### config.mk
export PLATFORM = sky130hd
export DESIGN_NAME = rr_sel_arbiter_flat
export DESIGN_NICKNAME = d
export VERILOG_FILES = /design/src/rtl/rr_sel_arbiter_if.sv /design/src/rtl/rr_sel_arbiter.sv /design/src/flat_wrapper.sv
export SDC_FILE = /design/constraint.sdc
export NUM_CORES = 1
export LEC_CHECK = 0
export CAP_MARGIN = 25
export CORE_MARGIN = 2
export CORE_UTILIZATION = 44
export DETAILED_ROUTE_END_ITERATION = 12
export PLACE_DENSITY = 0.82
export SLEW_MARGIN = 20
export SYNTH_ARGS = -nofsm -noshare
export SYNTH_HDL_FRONTEND = slang
export SYNTH_SLANG_ARGS = --single-unit
### constraint.sdc
create_clock -name clk -period 1.5 [get_ports clk]
set_input_delay 0.3 -clock clk [delete_from_list [all_inputs] [get_ports clk]]
set_output_delay 0.3 -clock clk [all_outputs]
set_load 0.01 [all_outputs]
### src/rtl/rr_sel_arbiter_if.sv
// Request/grant bundle between the requesters and rr_sel_arbiter.
// The lock signal exists only when RR_LOCK_EN is defined.
interface rr_sel_arbiter_if;
    logic [3:0] req;
    logic [1:0] sel;
    logic [3:0] grant;
    logic       busy;
`ifdef RR_LOCK_EN
    logic       lock;

    modport slave  (input  req, input  lock, output sel, output grant, output busy);
    modport master (output req, output lock, input  sel, input  grant, input  busy);
`else
    modport slave  (input  req, output sel, output grant, output busy);
    modport master (output req, input  sel, input  grant, input  busy);
`endif
endinterface

### src/rtl/rr_sel_arbiter.sv
// Round-robin arbiter steering the select of a downstream 4:1 mux, with a dwell
// timeout and a one-cycle guard gap. Optional grant lock: define RR_LOCK_EN.
module rr_sel_arbiter #(
    parameter int DWELL = 4,
    parameter int CNT_W = 4
) (
    input  logic             clk,
    input  logic             rst,
    rr_sel_arbiter_if.slave  bus
);

    typedef enum logic [1:0] {
        IDLE  = 2'd0,
        GRANT = 2'd1,
        GAP   = 2'd2
    } state_t;

    localparam logic [CNT_W-1:0] LAST = CNT_W'(DWELL - 1);

    state_t           state_q, state_d;
    logic [1:0]       sel_q, sel_d;
    logic [3:0]       grant_q, grant_d;
    logic             busy_q, busy_d;
    logic [CNT_W-1:0] cnt_q, cnt_d;
    logic [1:0]       ptr_q, ptr_d;

    logic             anyReq;
    logic [1:0]       winner;
    logic             lockActive;
    logic             atLimit;
    logic             grantDone;

`ifdef RR_LOCK_EN
    assign lockActive = bus.lock;
`else
    assign lockActive = 1'b0;
`endif

    assign anyReq    = |bus.req;
    assign atLimit   = (cnt_q == LAST);
    // A held lock only suppresses the timeout; a dropped request always ends the grant.
    assign grantDone = !bus.req[sel_q] || (atLimit && !lockActive);

    always_comb begin
        logic [1:0] idx;
        logic       found;
        winner = ptr_q;
        found  = 1'b0;
        idx    = 2'd0;
        for (int i = 0; i < 4; i++) begin
            idx = ptr_q + 2'(i);
            if (!found && bus.req[idx]) begin
                found  = 1'b1;
                winner = idx;
            end
        end
    end

    always_ff @(posedge clk) begin
        if (rst) begin
            state_q <= IDLE;
            sel_q   <= 2'b00;
            grant_q <= 4'b0000;
            busy_q  <= 1'b0;
            cnt_q   <= '0;
            ptr_q   <= 2'b00;
        end else begin
            state_q <= state_d;
            sel_q   <= sel_d;
            grant_q <= grant_d;
            busy_q  <= busy_d;
            cnt_q   <= cnt_d;
            ptr_q   <= ptr_d;
        end
    end

    always_comb begin
        state_d = state_q;
        case (state_q)
            IDLE:    if (anyReq) state_d = GRANT;
            GRANT:   if (grantDone) state_d = GAP;
            GAP:     state_d = IDLE;
            default: state_d = IDLE;
        endcase
    end

    // sel is only reloaded when leaving IDLE, so it is stable for the whole grant.
    always_comb begin
        sel_d   = sel_q;
        grant_d = grant_q;
        busy_d  = busy_q;
        cnt_d   = cnt_q;
        ptr_d   = ptr_q;
        case (state_q)
            IDLE: begin
                if (anyReq) begin
                    sel_d   = winner;
                    grant_d = 4'b0001 << winner;
                    busy_d  = 1'b1;
                    cnt_d   = '0;
                end else begin
                    grant_d = 4'b0000;
                    busy_d  = 1'b0;
                end
            end
            GRANT: begin
                if (grantDone) begin
                    grant_d = 4'b0000;
                    busy_d  = 1'b1;
                    ptr_d   = sel_q + 2'd1;
                end else if (!atLimit) begin
                    cnt_d   = cnt_q + 1'b1;
                end
            end
            GAP: begin
                grant_d = 4'b0000;
                busy_d  = 1'b0;
            end
            default: begin
                grant_d = 4'b0000;
                busy_d  = 1'b0;
            end
        endcase
    end

    assign bus.sel   = sel_q;
    assign bus.grant = grant_q;
    assign bus.busy  = busy_q;

endmodule
### src/flat_wrapper.sv
// flat-port wrapper written by rule: the top's interface ports become plain ports
module rr_sel_arbiter_flat 
#(
    parameter int DWELL = 4,
    parameter int CNT_W = 4
)
  (clk, rst, bus_req, bus_sel, bus_grant, bus_busy);
  rr_sel_arbiter_if bus_i ();
  input  logic clk;
  input  logic rst;
  input wire logic [$bits(bus_i.req)-1:0] bus_req;
  output wire logic [$bits(bus_i.sel)-1:0] bus_sel;
  output wire logic [$bits(bus_i.grant)-1:0] bus_grant;
  output wire logic [$bits(bus_i.busy)-1:0] bus_busy;
  assign bus_i.req = bus_req;
  assign bus_sel = bus_i.sel;
  assign bus_grant = bus_i.grant;
  assign bus_busy = bus_i.busy;
  rr_sel_arbiter #(.DWELL(DWELL), .CNT_W(CNT_W)) u_core (.clk(clk), .rst(rst), .bus(bus_i));
endmodule
==> key figures <==
Timing
  • Fmax: 667 MHz
  • PnR worst setup slack: 0.00158 ns
  • Unrepaired setup endpoints after global routing: true
  • Final hold violations: 0
  • Worst Skew: 0.000716 ns
  • Minimum clock period: 1.50 ns
  • Slew Viols, Final: 0
  • Period utilization: 99.9%
  • Min Hold Slack: 0.467 ns
  • Max_slew headroom: 62.5%
  • Worst-Margin Slew: 0.559 ns
  • Endpoints failing setup: 0

Clock tree
  • Cts hold-fix bufs: 0
  • CTS H-tree lvls: 1
  • Clock-pin slew on the worst setup and hold paths: 0.09 ns
  • Clk Latency, worst-skew pair: 0.29 ns
  • CTS buffer count: 3
  • Clk buf depth: 2
  • CTS Sinks: 15
  • Root Buffer: clkbuf_4
  • TritonCTS clock tree: done

Floorplanning
  • I/O Pins: 13
  • Core area: 0.00152 mm^2
  • Die span in x: 44.5 um
  • Initial Utilization: 47.3%
  • Total die area: 0.00198 mm^2
  • DIE HEIGHT: 44.5 um
  • Rows: 14

Finish
  • Leading cell types in the layout, fill and taps excluded: 12 x nand2_1, 10 x nor2_1, 10 x buf_4, 10 x dfxtp_1, 7 x a21oi_1
  • Antenna Cells: 0
  • Layout cell share with drive strength beyond 1: 26.7%
  • Most common cell after layout, fill and taps aside: nand2_1
  • Final #Nets: 113
  • Area delta synth->final: 36.8%
  • Fin area: 986 um^2

Pwr
  • Sw Pwr: 0.277 mW
  • Worst VDD drop: 0.712 mV
  • Switch share: 29.3%
  • Internal power: 0.667 mW
  • Power density cells: 957 mW/mm^2
  • Part of the power in the clock network: 25.0%
  • Leakage power: 0.462 nW
  • Logic pwr share: 26.5%
  • Share of power burned in registers: 48.5%

Critical path
  • R2r endpoint: u_core.cnt_q[3]
  • RR Startpoint: u_core.bus.sel[0]
  • R2R Setup Slk: 0.002 ns
  • Crit-path max FO: 7
  • Critical Path AT: 1.69 ns
  • CP startpoint kind: flip-flop
  • R2R cell count: 5
  • Crit end category: flip-flop
  • CP required: 1.69 ns
  • Critical path type: flip-flop to flip-flop

Synth
  • Warnings, synthesis: 0
  • Synth unique cells: 30
  • Syn nets: 88
  • Synth Instances: 81
  • Seq cells post-synth: 15
  • Sequential fraction of the synthesis area: 41.7%
  • Syn Area/Cell: 8.90 um^2
  • Synthesized area: 721 um^2

Route
  • 1st-iter DRT viols: 13
  • DRC errors left: 0
  • Avg WL per Cell: 13.0 um
  • Final wirelength: 1570 um
  • Via/cell ratio: 5.46
  • Vias: 661
  • DRT antenna net count: 0
  • DR pass1 iterations: 4

GRT
  • Number of global-route vias before repair: 608
  • Global route total overflow: 0
  • GRT Resource Usage Total: 18.4%
  • First-pass GRT wire length: 2650 um
  • Initial antenna violation count: 0
  • Pin count of the biggest net entering global routing: 9

Worst hold path
  • Hold depth: 2
  • Hold Path End: u_core.bus.grant[0]
  • Hold/Removal Path Class: flip-flop to flip-flop
  • Hold path start: u_core.bus.grant[0]

Place
  • Routability cong.: 0.768
  • Dpl hpwl: 1120 um
  • Post-place setup slack: -0.465 ns
  • # port buffers: 12
  • Placed Area: 920 um^2

Status
  • Status: finished, final reports clean

Flow run
  • Maxcap violations: 0
power by group through the flow:
stage | Combinational, mW | Sequential [mW] | Clock (mW)
floorplan | 0.139 | 0.473 | 0
global placement | 0.237 | 0.465 | 0
detailed placement | 0.243 | 0.466 | 0
CTS | 0.244 | 0.457 | 0.237
global route | 0.275 | 0.462 | 0.255
finish | 0.250 | 0.457 | 0.236
registers in the layout (all words and copies together) (netlist names):
name and flops:
u_core.bus.busy 1, u_core.state_q 2, u_core.cnt_q 4, u_core.ptr_q 2, u_core.bus.sel 2, u_core.bus.grant 4
worst max-delay path, cell delays in order (launching register included):
cell     delay, ns
dfxtp_4       0.36
mux4_2        0.50
and3_4        0.23
nand4_1       0.09
xor2_1        0.16
nor2_1        0.05
cell usage after synthesis, drive strengths merged:
library cell,count,share of area [%]
dfxtp,15,42
nand2,12,6.2
nor2,10,5.2
a21oi,8,6.1
nor2b,4,3.5
nand3b,3,3.1
o21ai,3,2.1
a211oi,2,2.1
and2b,2,2.3
nor3,2,1.4
or3,2,2.4
xnor2,2,2.4
xor2,2,2.4
a32oi,1,1.2
and2,1,0.87
and3,1,0.87
buf,1,1.6
dlygate4sd1,1,1.2
ha,1,1.7
mux4,1,3.1
nand2b,1,0.87
nand4,1,0.87
nor4,1,0.87
o211a,1,1.4
o21bai,1,1.0
o41ai,1,2.3
or3b,1,1.2
layout make-up:
| type | count | area (um^2) |
|---|---|---|
| Fill cell | 124 | 538 |
| Multi-Input combinational cell | 64 | 428 |
| Sequential cell | 15 | 312 |
| Timing Repair Buffer | 22 | 200 |
| Clock buffer | 4 | 26.3 |
| Tap cell | 16 | 20.0 |
stage by stage:
stage	utilization (%)	total power [mW]	instances	setup TNS, ns
2_1_floorplan	-	0.612	81	-0.0273
3_3_place_gp	60.3	0.702	114	-4.86
3_5_place_dp	60.3	0.709	114	-5.41
4_1_cts	62.5	0.937	119	0
5_1_grt	64.7	0.992	121	-0.217
6_report	64.7	0.943	121	0
worst max-delay path by stage:
stage          slack, ns              end               from  cells past startpoint
2_1_floorplan      -0.02  u_core.cnt_q[3]  u_core.bus.sel[0]                      6
3_3_place_gp       -0.40  u_core.ptr_q[1]         bus_req[3]                      6
3_5_place_dp       -0.47  u_core.ptr_q[1]         bus_req[3]                      6
4_1_cts           0.0003  u_core.cnt_q[2]    u_core.cnt_q[0]                      6
5_1_grt            -0.08  u_core.cnt_q[3]  u_core.bus.sel[0]                      5
6_report           0.002  u_core.cnt_q[3]  u_core.bus.sel[0]                      5
kinds of logic after synthesis:
family	Yosys count	synth area share [%]
XOR/XNOR	4	4.86
adder cells (fa/ha/maj)	1	1.74
AO/OA/AOI/OAI	17	16.1
flip-flops	15	41.7
AND/OR/NAND/NOR	41	29.7
buffers and inverters	2	2.78
multiplexers	1	3.12
metal layers:
| layer | share of wire, % | track usage [%] |
|---|---|---|
| met4 | 1.2 | 9.09 |
| met3 | 4.5 | 4.08 |
| met2 | 46 | 27.2 |
| met1 | 49 | 25.1 |
| met5 | 0 | 0 |
what timing repair did:
| action | 4_1_cts | 5_1_grt |
|---|---|---|
| setup buffers | 1 | 2 |
| pin swaps | 0 | 3 |
| endpoints found under the setup margin | 14 | 15 |
| resized for setup | 9 | 7 |
| cloned | 0 | 0 |
(Power assumes the default switching activity.)
